==> config.mk <==
export PLATFORM = sky130hd
export DESIGN_NAME = odometer_pulse_gen
export DESIGN_NICKNAME = d
export VERILOG_FILES = /design/src/rtl/taxi_pkg.sv /design/src/rtl/debounce.sv /design/src/rtl/odometer_pulse_gen.sv
export SDC_FILE = /design/constraint.sdc
export NUM_CORES = 1
export LEC_CHECK = 0
export ABC_AREA = 1
export CORE_UTILIZATION = 65
export DETAILED_ROUTE_END_ITERATION = 10
export GPL_TIMING_DRIVEN = 0
export PLACE_DENSITY_LB_ADDON = 0.05
export SETUP_SLACK_MARGIN = 0.05
export SYNTH_ARGS = -nofsm -noshare
export SYNTH_HDL_FRONTEND = slang
export SYNTH_SLANG_ARGS = --single-unit
==> constraint.sdc <==
create_clock -name clk -period 4.9 [get_ports clk]
set_clock_uncertainty 0.2 [all_clocks]
set_input_delay 0.98 -clock clk [delete_from_list [all_inputs] [get_ports clk]]
set_output_delay 0.98 -clock clk [all_outputs]
set_load 0.01 [all_outputs]
==> src/rtl/taxi_pkg.sv <==
`default_nettype none
// taxi_pkg - shared types and constants for the taxi meter blocks.
// Rev 1.0
package taxi_pkg;

  localparam int TAXI_CLK_HZ          = 50_000_000;
  localparam int ODO_DEBOUNCE_DEFAULT = TAXI_CLK_HZ / 100;  // 10 ms
  localparam int ODO_STALL_DEFAULT    = TAXI_CLK_HZ * 2;    // 2 s

  localparam logic [1:0] ODO_PEND_MAX = 2'd3;

  typedef enum logic [1:0] {
    IDLE = 2'd0,
    HIGH = 2'd1,
    GAP  = 2'd2
  } odo_state_t;

endpackage
`default_nettype wire

==> src/rtl/debounce.sv <==
`default_nettype none
// debounce - two-flop synchroniser followed by a stable-count debouncer.
// Rev 1.0
module debounce
  import taxi_pkg::*;
#(
  parameter int DEBOUNCE_CYCLES = ODO_DEBOUNCE_DEFAULT
) (
  input  logic clk,
  input  logic rst,
  input  logic din,
  output logic filt
);

  localparam int             DBW     = $clog2(DEBOUNCE_CYCLES + 1);
  localparam logic [DBW-1:0] DB_LAST = DBW'(DEBOUNCE_CYCLES - 1);

  logic           r_sync1;
  logic           r_sync2;
  logic           r_filt;
  logic [DBW-1:0] r_db_cnt;

  always_ff @(posedge clk) begin
    if (rst) begin
      r_sync1  <= 1'b0;
      r_sync2  <= 1'b0;
      r_filt   <= 1'b0;
      r_db_cnt <= '0;
    end else begin
      r_sync1 <= din;
      r_sync2 <= r_sync1;
      // Accept the new level on the cycle the count would reach DEBOUNCE_CYCLES.
      if (r_sync2 != r_filt) begin
        if (r_db_cnt == DB_LAST) begin
          r_filt   <= r_sync2;
          r_db_cnt <= '0;
        end else begin
          r_db_cnt <= r_db_cnt + 1'b1;
        end
      end else begin
        r_db_cnt <= '0;
      end
    end
  end

  assign filt = r_filt;

endmodule
`default_nettype wire

==> src/rtl/odometer_pulse_gen.sv <==
`default_nettype none
// odometer_pulse_gen - debounced wheel-edge divider producing queued 10 m pulses.
// Rev 1.0
module odometer_pulse_gen
  import taxi_pkg::*;
#(
  parameter int DEBOUNCE_CYCLES = ODO_DEBOUNCE_DEFAULT,
  parameter int EDGES_PER_10M   = 4,
  parameter int PULSE_HIGH      = 4,
  parameter int STALL_CYCLES    = ODO_STALL_DEFAULT
) (
  input  logic clk,
  input  logic rst,
  input  logic en,
  input  logic hall_in,
  output logic ten_meter_pulse,
  output logic moving,
  output logic dropped
);

  localparam int SUBW = (EDGES_PER_10M > 1) ? $clog2(EDGES_PER_10M) : 1;
  localparam int PHW  = (PULSE_HIGH > 1)    ? $clog2(PULSE_HIGH)    : 1;
  localparam int STW  = (STALL_CYCLES > 1)  ? $clog2(STALL_CYCLES)  : 1;

  localparam logic [SUBW-1:0] SUB_LAST = SUBW'(EDGES_PER_10M - 1);
  localparam logic [PHW-1:0]  PH_LAST  = PHW'(PULSE_HIGH - 1);
  localparam logic [STW-1:0]  ST_LAST  = STW'(STALL_CYCLES - 1);

  logic            w_filt;
  logic            w_rise;
  logic            w_push;
  logic            w_pop;
  logic            r_filt_d;
  logic [SUBW-1:0] r_sub_cnt;
  logic [1:0]      r_pend;
  logic            r_dropped;
  odo_state_t      r_state;
  logic [PHW-1:0]  r_ph_cnt;
  logic            r_pulse;
  logic [STW-1:0]  r_stall_cnt;
  logic            r_moving;

  debounce #(
    .DEBOUNCE_CYCLES(DEBOUNCE_CYCLES)
  ) u_debounce (
    .clk (clk),
    .rst (rst),
    .din (hall_in),
    .filt(w_filt)
  );

  assign w_rise = w_filt & ~r_filt_d;
  assign w_push = en & w_rise & (r_sub_cnt == SUB_LAST);
  // A pulse may start from IDLE, or straight out of the last GAP cycle so queued pulses keep a 2*PULSE_HIGH pitch.
  assign w_pop  = en & (r_pend != 2'd0) &
                  ((r_state == IDLE) | ((r_state == GAP) & (r_ph_cnt == PH_LAST)));

  always_ff @(posedge clk) begin
    if (rst) begin
      r_filt_d  <= 1'b0;
      r_sub_cnt <= '0;
    end else begin
      r_filt_d <= w_filt;
      if (!en) begin
        r_sub_cnt <= '0;
      end else if (w_rise) begin
        r_sub_cnt <= (r_sub_cnt == SUB_LAST) ? '0 : r_sub_cnt + 1'b1;
      end
    end
  end

  always_ff @(posedge clk) begin
    if (rst) begin
      r_pend    <= 2'd0;
      r_dropped <= 1'b0;
    end else if (!en) begin
      r_pend    <= 2'd0;
      r_dropped <= 1'b0;
    end else if (w_push && !w_pop) begin
      if (r_pend == ODO_PEND_MAX) begin
        r_dropped <= 1'b1;
      end else begin
        r_pend <= r_pend + 2'd1;
      end
    end else if (!w_push && w_pop) begin
      r_pend <= r_pend - 2'd1;
    end
  end

  always_ff @(posedge clk) begin
    if (rst) begin
      r_state  <= IDLE;
      r_ph_cnt <= '0;
      r_pulse  <= 1'b0;
    end else begin
      case (r_state)
        IDLE: begin
          if (w_pop) begin
            r_state  <= HIGH;
            r_ph_cnt <= '0;
            r_pulse  <= 1'b1;
          end
        end
        HIGH: begin
          if (r_ph_cnt == PH_LAST) begin
            r_state  <= GAP;
            r_ph_cnt <= '0;
            r_pulse  <= 1'b0;
          end else begin
            r_ph_cnt <= r_ph_cnt + 1'b1;
          end
        end
        GAP: begin
          if (r_ph_cnt == PH_LAST) begin
            r_ph_cnt <= '0;
            if (w_pop) begin
              r_state <= HIGH;
              r_pulse <= 1'b1;
            end else begin
              r_state <= IDLE;
            end
          end else begin
            r_ph_cnt <= r_ph_cnt + 1'b1;
          end
        end
        default: begin
          r_state  <= IDLE;
          r_ph_cnt <= '0;
          r_pulse  <= 1'b0;
        end
      endcase
    end
  end

  always_ff @(posedge clk) begin
    if (rst) begin
      r_stall_cnt <= '0;
      r_moving    <= 1'b0;
    end else if (w_rise) begin
      r_stall_cnt <= '0;
      r_moving    <= 1'b1;
    end else if (r_stall_cnt == ST_LAST) begin
      r_moving <= 1'b0;
    end else begin
      r_stall_cnt <= r_stall_cnt + 1'b1;
    end
  end

  assign ten_meter_pulse = r_pulse;
  assign moving          = r_moving;
  assign dropped         = r_dropped;

endmodule
`default_nettype wire

# Word level (Yosys, flattened, before mapping)
# Index checks and enable logic that the tools add are counted.
dict set report totals {
  ff_bits 61
  elab_cells 76
  output_inout_bits 3
}
dict set report op_classes {
  bitwise_logic 10
  n_reduce_logical 17
  eq_ne 12
  addsub 6
  mux 18
}
# op count
set ops {}
lappend ops {{$add 27x1->27 const B} 1}
lappend ops {{$eq 27x27->1 const B} 1}
lappend ops {{$add 19x1->19 const B} 1}
lappend ops {{$eq 19x19->1 const B} 1}
lappend ops {{$mux 2} 9}
lappend ops {{$eq 2x2->1 const B} 4}
lappend ops {{$reduce_and 2->1} 4}
lappend ops {{$add 2x1->2 const B} 3}
lappend ops {{$and 1x1->1} 6}
lappend ops {{$mux 1} 6}
lappend ops {{$ne 2x2->1 const B} 3}
lappend ops {{$pmux 2 s3} 1}
lappend ops {{$reduce_bool 2->1} 3}
lappend ops {{$reduce_or 2->1} 3}
lappend ops {{$pmux 2 s2} 1}
lappend ops {{$not 1->1} 3}
lappend ops {{$pmux 1 s3} 1}
lappend ops {{$reduce_and 3->1} 1}
lappend ops {{$reduce_or 3->1} 1}
lappend ops {{$eq 2x1->1 const B} 1}
lappend ops {{$logic_and 1x1->1} 2}
lappend ops {{$logic_not 1->1} 2}
lappend ops {{$logic_not 2->1} 1}
lappend ops {{$ne 2x1->1 const B} 1}
lappend ops {{3 further kinds} 3}

# Depth between registers and ports, before layout
dict set report logic_depth {
  word_depth 8
  ltp_mapped 10
  ltp_nobuf 10
}

# Cells and area by module
# A second synthesis with hierarchy kept.
dict set report hier_totals {
  hier_cells 521
  hier_area_um2 3443.3
}
# mod cells_each seq_area_each_um2 instances area_per_inst_um2
set by_module_without_submodules {}
lappend by_module_without_submodules {odometer_pulse_gen 339 780.7 1 2239.6}
lappend by_module_without_submodules {debounce 182 440.4 1 1203.7}

# Worst setup path before layout
# Ideal clock, no wire load.
dict set report synth_timing {
  path_kind {input-to-reg}
  startpoint {input port rst}
  endpoint {register u_debounce.r_db_cnt[11]}
  required_time_ps 4634
  slack_ps 2876
  cell_stages 7
  arrival_ps 1758
  n_path_buf 2
  path_cell_list {buf_6 -> inv_2 -> o21ai_0 -> nor2_1 -> nand2_4 -> buf_8 -> a21oi_2}
}
dict set report synth_between {
  elab_chain_cells 1
}
# element line_no
set synth_rtl {}
lappend synth_rtl {{start, declared} odometer_pulse_gen.sv:13} ;# input logic rst,
lappend synth_rtl {{$reduce_or 3->1 (no source line)} n/a}
lappend synth_rtl {{end signal, assigned} debounce.sv:38} ;# r_db_cnt <= r_db_cnt + 1'b1;
lappend synth_rtl {{end, declared} debounce.sv:21} ;# logic [DBW-1:0] r_db_cnt;
# No other way between the ends.
# A chain may end at the register's enable or synchronous reset.

# Final worst setup path
dict set report layout_timing {
  startpoint {register r_moving, in the netlist moving}
  endpoint {output port moving}
}
# element line_no
set layout_rtl {}
lappend layout_rtl {{start, declared} odometer_pulse_gen.sv:41} ;# logic r_moving;
lappend layout_rtl {{start signal, assigned} odometer_pulse_gen.sv:138} ;# r_moving <= 1'b0;
lappend layout_rtl {{start signal, assigned} odometer_pulse_gen.sv:141} ;# r_moving <= 1'b1;
lappend layout_rtl {{start signal, assigned} odometer_pulse_gen.sv:143} ;# r_moving <= 1'b0;
lappend layout_rtl {{end, declared} odometer_pulse_gen.sv:17} ;# output logic moving,
# No word-level cell between the ends.

==> impl_summary.log <==
[metrics] crit path max-delay cell type: sky130_fd_sc_hd__clkdlybuf4s50_1
[metrics] most frequent cells in the layout: 129 x sky130_fd_sc_hd__nand2_1, 91 x sky130_fd_sc_hd__nor2_1, 64 x sky130_fd_sc_hd__inv_1, 61 x sky130_fd_sc_hd__dfxtp_1, 34 x sky130_fd_sc_hd__a21oi_1
[metrics] hold bufs inserted after CTS: 0
[metrics] count of state elements after synthesis: 61
[metrics] fraction of the cycle the final worst path needs: 0.4879
[metrics] Pre-antenna DRT Iters: 8
[metrics] RSZ-0062 raised after global routing: false
[metrics] cell row count: 25
[metrics] total standard cell area after synthesis: 3361 µm²
[metrics] post-layout min period: 2.391 ns
[metrics] actual slew at the worst max-slew pin: 0.3043 ns
[metrics] Die ar.: 5462 µm²
[metrics] mean instance size in the synthesized netlist: 6.681 µm²
[metrics] Final Max Slew Viols: 0
[metrics] Top delay family on crit path: buffers and inverters
[metrics] pwr dens: 283.5 nW/µm²
[metrics] number of nets at the end of the flow: 532
[metrics] maximum VDD drop: 0.2711 mV
[metrics] data arrival time of the worst path: 1.21 ns
[metrics] Core Area: 4848 µm²
[metrics] headroom to the max-slew limit: 0.7964
[metrics] Lkg Pwr: 1.350 nW
[metrics] Setup Crit Path Kind: reg -> out
[metrics] Required @ worst endpoint: 3.72 ns
[metrics] area growth from synthesis to layout: 9.680%
[metrics] CTS Buffer Depth: 2
[metrics] most common cell after layout, fill and taps aside: sky130_fd_sc_hd__nand2_1
[metrics] critical path, cell by cell: clkdlybuf4s50_1
[metrics] global-route congestion overflow total: 0
[metrics] number of buffers and inverters on the critical path: 1
[metrics] root buf cell: sky130_fd_sc_hd__clkbuf_8
[metrics] H-tree depth reported by CTS: 3
[metrics] portion of the post-synthesis area used by sequential elements: 0.3634
[metrics] kind of end point of the critical path: primary output
[metrics] largest net degree at the start of global routing: 11
[metrics] final RePlAce weighted congestion: 0.8674
[metrics] io pins: 7
[metrics] drt via density: 5.299
[metrics] wirelength, routed: 6.951 mm
[metrics] min-delay worst type: reg -> reg
[metrics] final setup TNS: 0 ns
[metrics] final routed DRC violation total: 0
[metrics] total chip power: 0.001045 W
[metrics] starting DRC count in detailed routing: 173
[metrics] Gate Count Post-Synth: 503
[metrics] vias in the first global route: 2843
[metrics] sum of routed wire segments on met1: 3.043 mm
[metrics] run status: finished, final reports clean
[metrics] initial standard-cell utilization of the core: 0.6932
[metrics] height of the die: 73.91 µm
[metrics] max capacitance violation total: 0
[metrics] number of buffers created by CTS: 9
[metrics] number of port buffers: 5
[metrics] crit start category: register
[metrics] slowest cell delay on critical path: 0.54 ns
[metrics] number of inserted filler cells in the final layout: 386
[metrics] n_diodes: 0
[metrics] vias post-DR: 3132
[metrics] clk sink count: 61
[metrics] antenna violations before repair: 0
[metrics] Routed met3 length: 236 µm
[metrics] top fanout value on the critical path: 2
[metrics] fraction of final layout cells sized beyond drive strength 1: 0.1050
[metrics] total length of routed met2 wires: 3.430 mm
[metrics] post-CTS setup buffer count: 0
[metrics] final setup violation count: 0
[metrics] clock tree from TritonCTS: done
[metrics] Syn Nets: 516
[metrics] clock slew at reported path FFs: 0.07 ns
[metrics] top metal layer carrying routed signals: met4
[metrics] x dimension of the die: 73.91 µm
[metrics] Resized cells post-CTS: 0
[metrics] upper clock frequency limit: 0.4183 GHz
[metrics] hold violation total from the final report: 0
[metrics] Unique masters post-synth: 30
[metrics] global routing usage summed across all routing layers: 0.2840
[metrics] global-route wire length before repair: 11.72 mm
[metrics] detailed placement HPWL: 5.022 mm
[metrics] Yosys warning total: 0
[metrics] ANT nets after route: 0
[metrics] later-pin clock latency in the skew report: 0.35 ns
[metrics] routed len/inst: 11.76 µm
metal layers:
| metal | global-route usage | up-vias |
|---|---|---|
| met2 | 0.4960 | 65 |
| met1 | 0.3152 | 1444 |
| met4 | 0.1774 | 0 |
| met5 | 0 | - |
| li1 | - | 1600 |
| met3 | 0.05624 | 23 |
cell usage after synthesis (all sizes together):
library cell,n,area share
nand2,134,0.16
nor2,111,0.15
inv,69,0.077
dfxtp,61,0.36
a21oi,37,0.058
nand3,31,0.055
o21ai,13,0.019
ha,9,0.034
nand4,8,0.015
xnor2,8,0.021
xor2,7,0.018
buf,4,0.011
nor3,4,0.0060
nand3b,3,0.0067
and2,1,0.0019
o211a,1,0.0030
o21a,1,0.0022
or2,1,0.0019
power breakdown:
group / leakage [nW] / switching [W] / internal [W]
clock: 0.103 / 0.000199 / 0.000245
combinational: 0.754 / 0.0000518 / 0.0000312
sequential: 0.493 / 0.0000103 / 0.000508
area by class of cell:
| cell class | count | area, µm² | share of cell area |
|---|---|---|---|
| Clock inverter | 5 | 50.05 | 0.01358 |
| Tap cell | 67 | 83.83 | 0.02274 |
| Inverter | 69 | 259.0 | 0.07026 |
| Sequential cell | 61 | 1221 | 0.3313 |
| Clock buffer | 11 | 141.4 | 0.03836 |
| Timing Repair Buffer | 5 | 50.05 | 0.01358 |
| Multi-Input combinational cell | 369 | 1844 | 0.5003 |
| Buffer | 4 | 36.28 | 0.009844 |
worst paths after layout:
kind | from | endpoint | slack (ns) | cells past startpoint
hold / removal | u_debounce.r_sync1 | u_debounce.r_sync2 | 0.21 | 2
setup reg to reg | r_stall_cnt[1] | r_stall_cnt[8] | 3.09 | 8
hold reg to reg | u_debounce.r_sync1 | u_debounce.r_sync2 | 0.21 | 2
setup / recovery | moving | moving | 2.51 | 1
worst register-to-register path: cells and delay by family, from the launching register on:
family,cells,cell delay [ns]
buffers and inverters,1,0.13
adders and majority gates,1,0.29
DFF,1,0.39
and+or+nand+nor,5,0.58
AOI/OAI and AO/OA,1,0.11
kinds of logic after synthesis:
family / after synthesis / synth area share
AOI/OAI and AO/OA: 52 / 0.08302
xor gates and xnor gates: 15 / 0.03909
adders and majority gates: 9 / 0.03351
buffers and inverters: 73 / 0.08786
DFF: 61 / 0.3634
and+or+nand+nor: 293 / 0.3931
flip-flops by register name (all words and copies together) (netlist names):
| name | flops |
|---|---|
| r_stall_cnt | 27 |
| ten_meter_pulse | 1 |
| dropped | 1 |
| r_sub_cnt | 2 |
| u_debounce.r_sync1 | 1 |
| r_filt_d | 1 |
| u_debounce.filt | 1 |
| u_debounce.r_sync2 | 1 |
| moving | 1 |
| u_debounce.r_db_cnt | 19 |
| r_pend | 2 |
| r_state | 2 |
| r_ph_cnt | 2 |
stage by stage:
step / cells / utilization / worst slack [ns] / hold WS, ns / instance area (µm²)
2_1_floorplan: 503 / - / 2.876 / 0.1883 / 3361
3_3_place_gp: 575 / 0.7208 / 2.452 / 0.1917 / 3495
3_5_place_dp: 575 / 0.7208 / 2.423 / 0.2135 / 3495
4_1_cts: 591 / 0.7603 / 2.492 / 0.2210 / 3686
5_1_grt: 591 / 0.7603 / 2.481 / 0.2283 / 3686
6_report: 591 / 0.7603 / 2.509 / 0.2139 / 3686
Power figures use the tool's default switching activity.
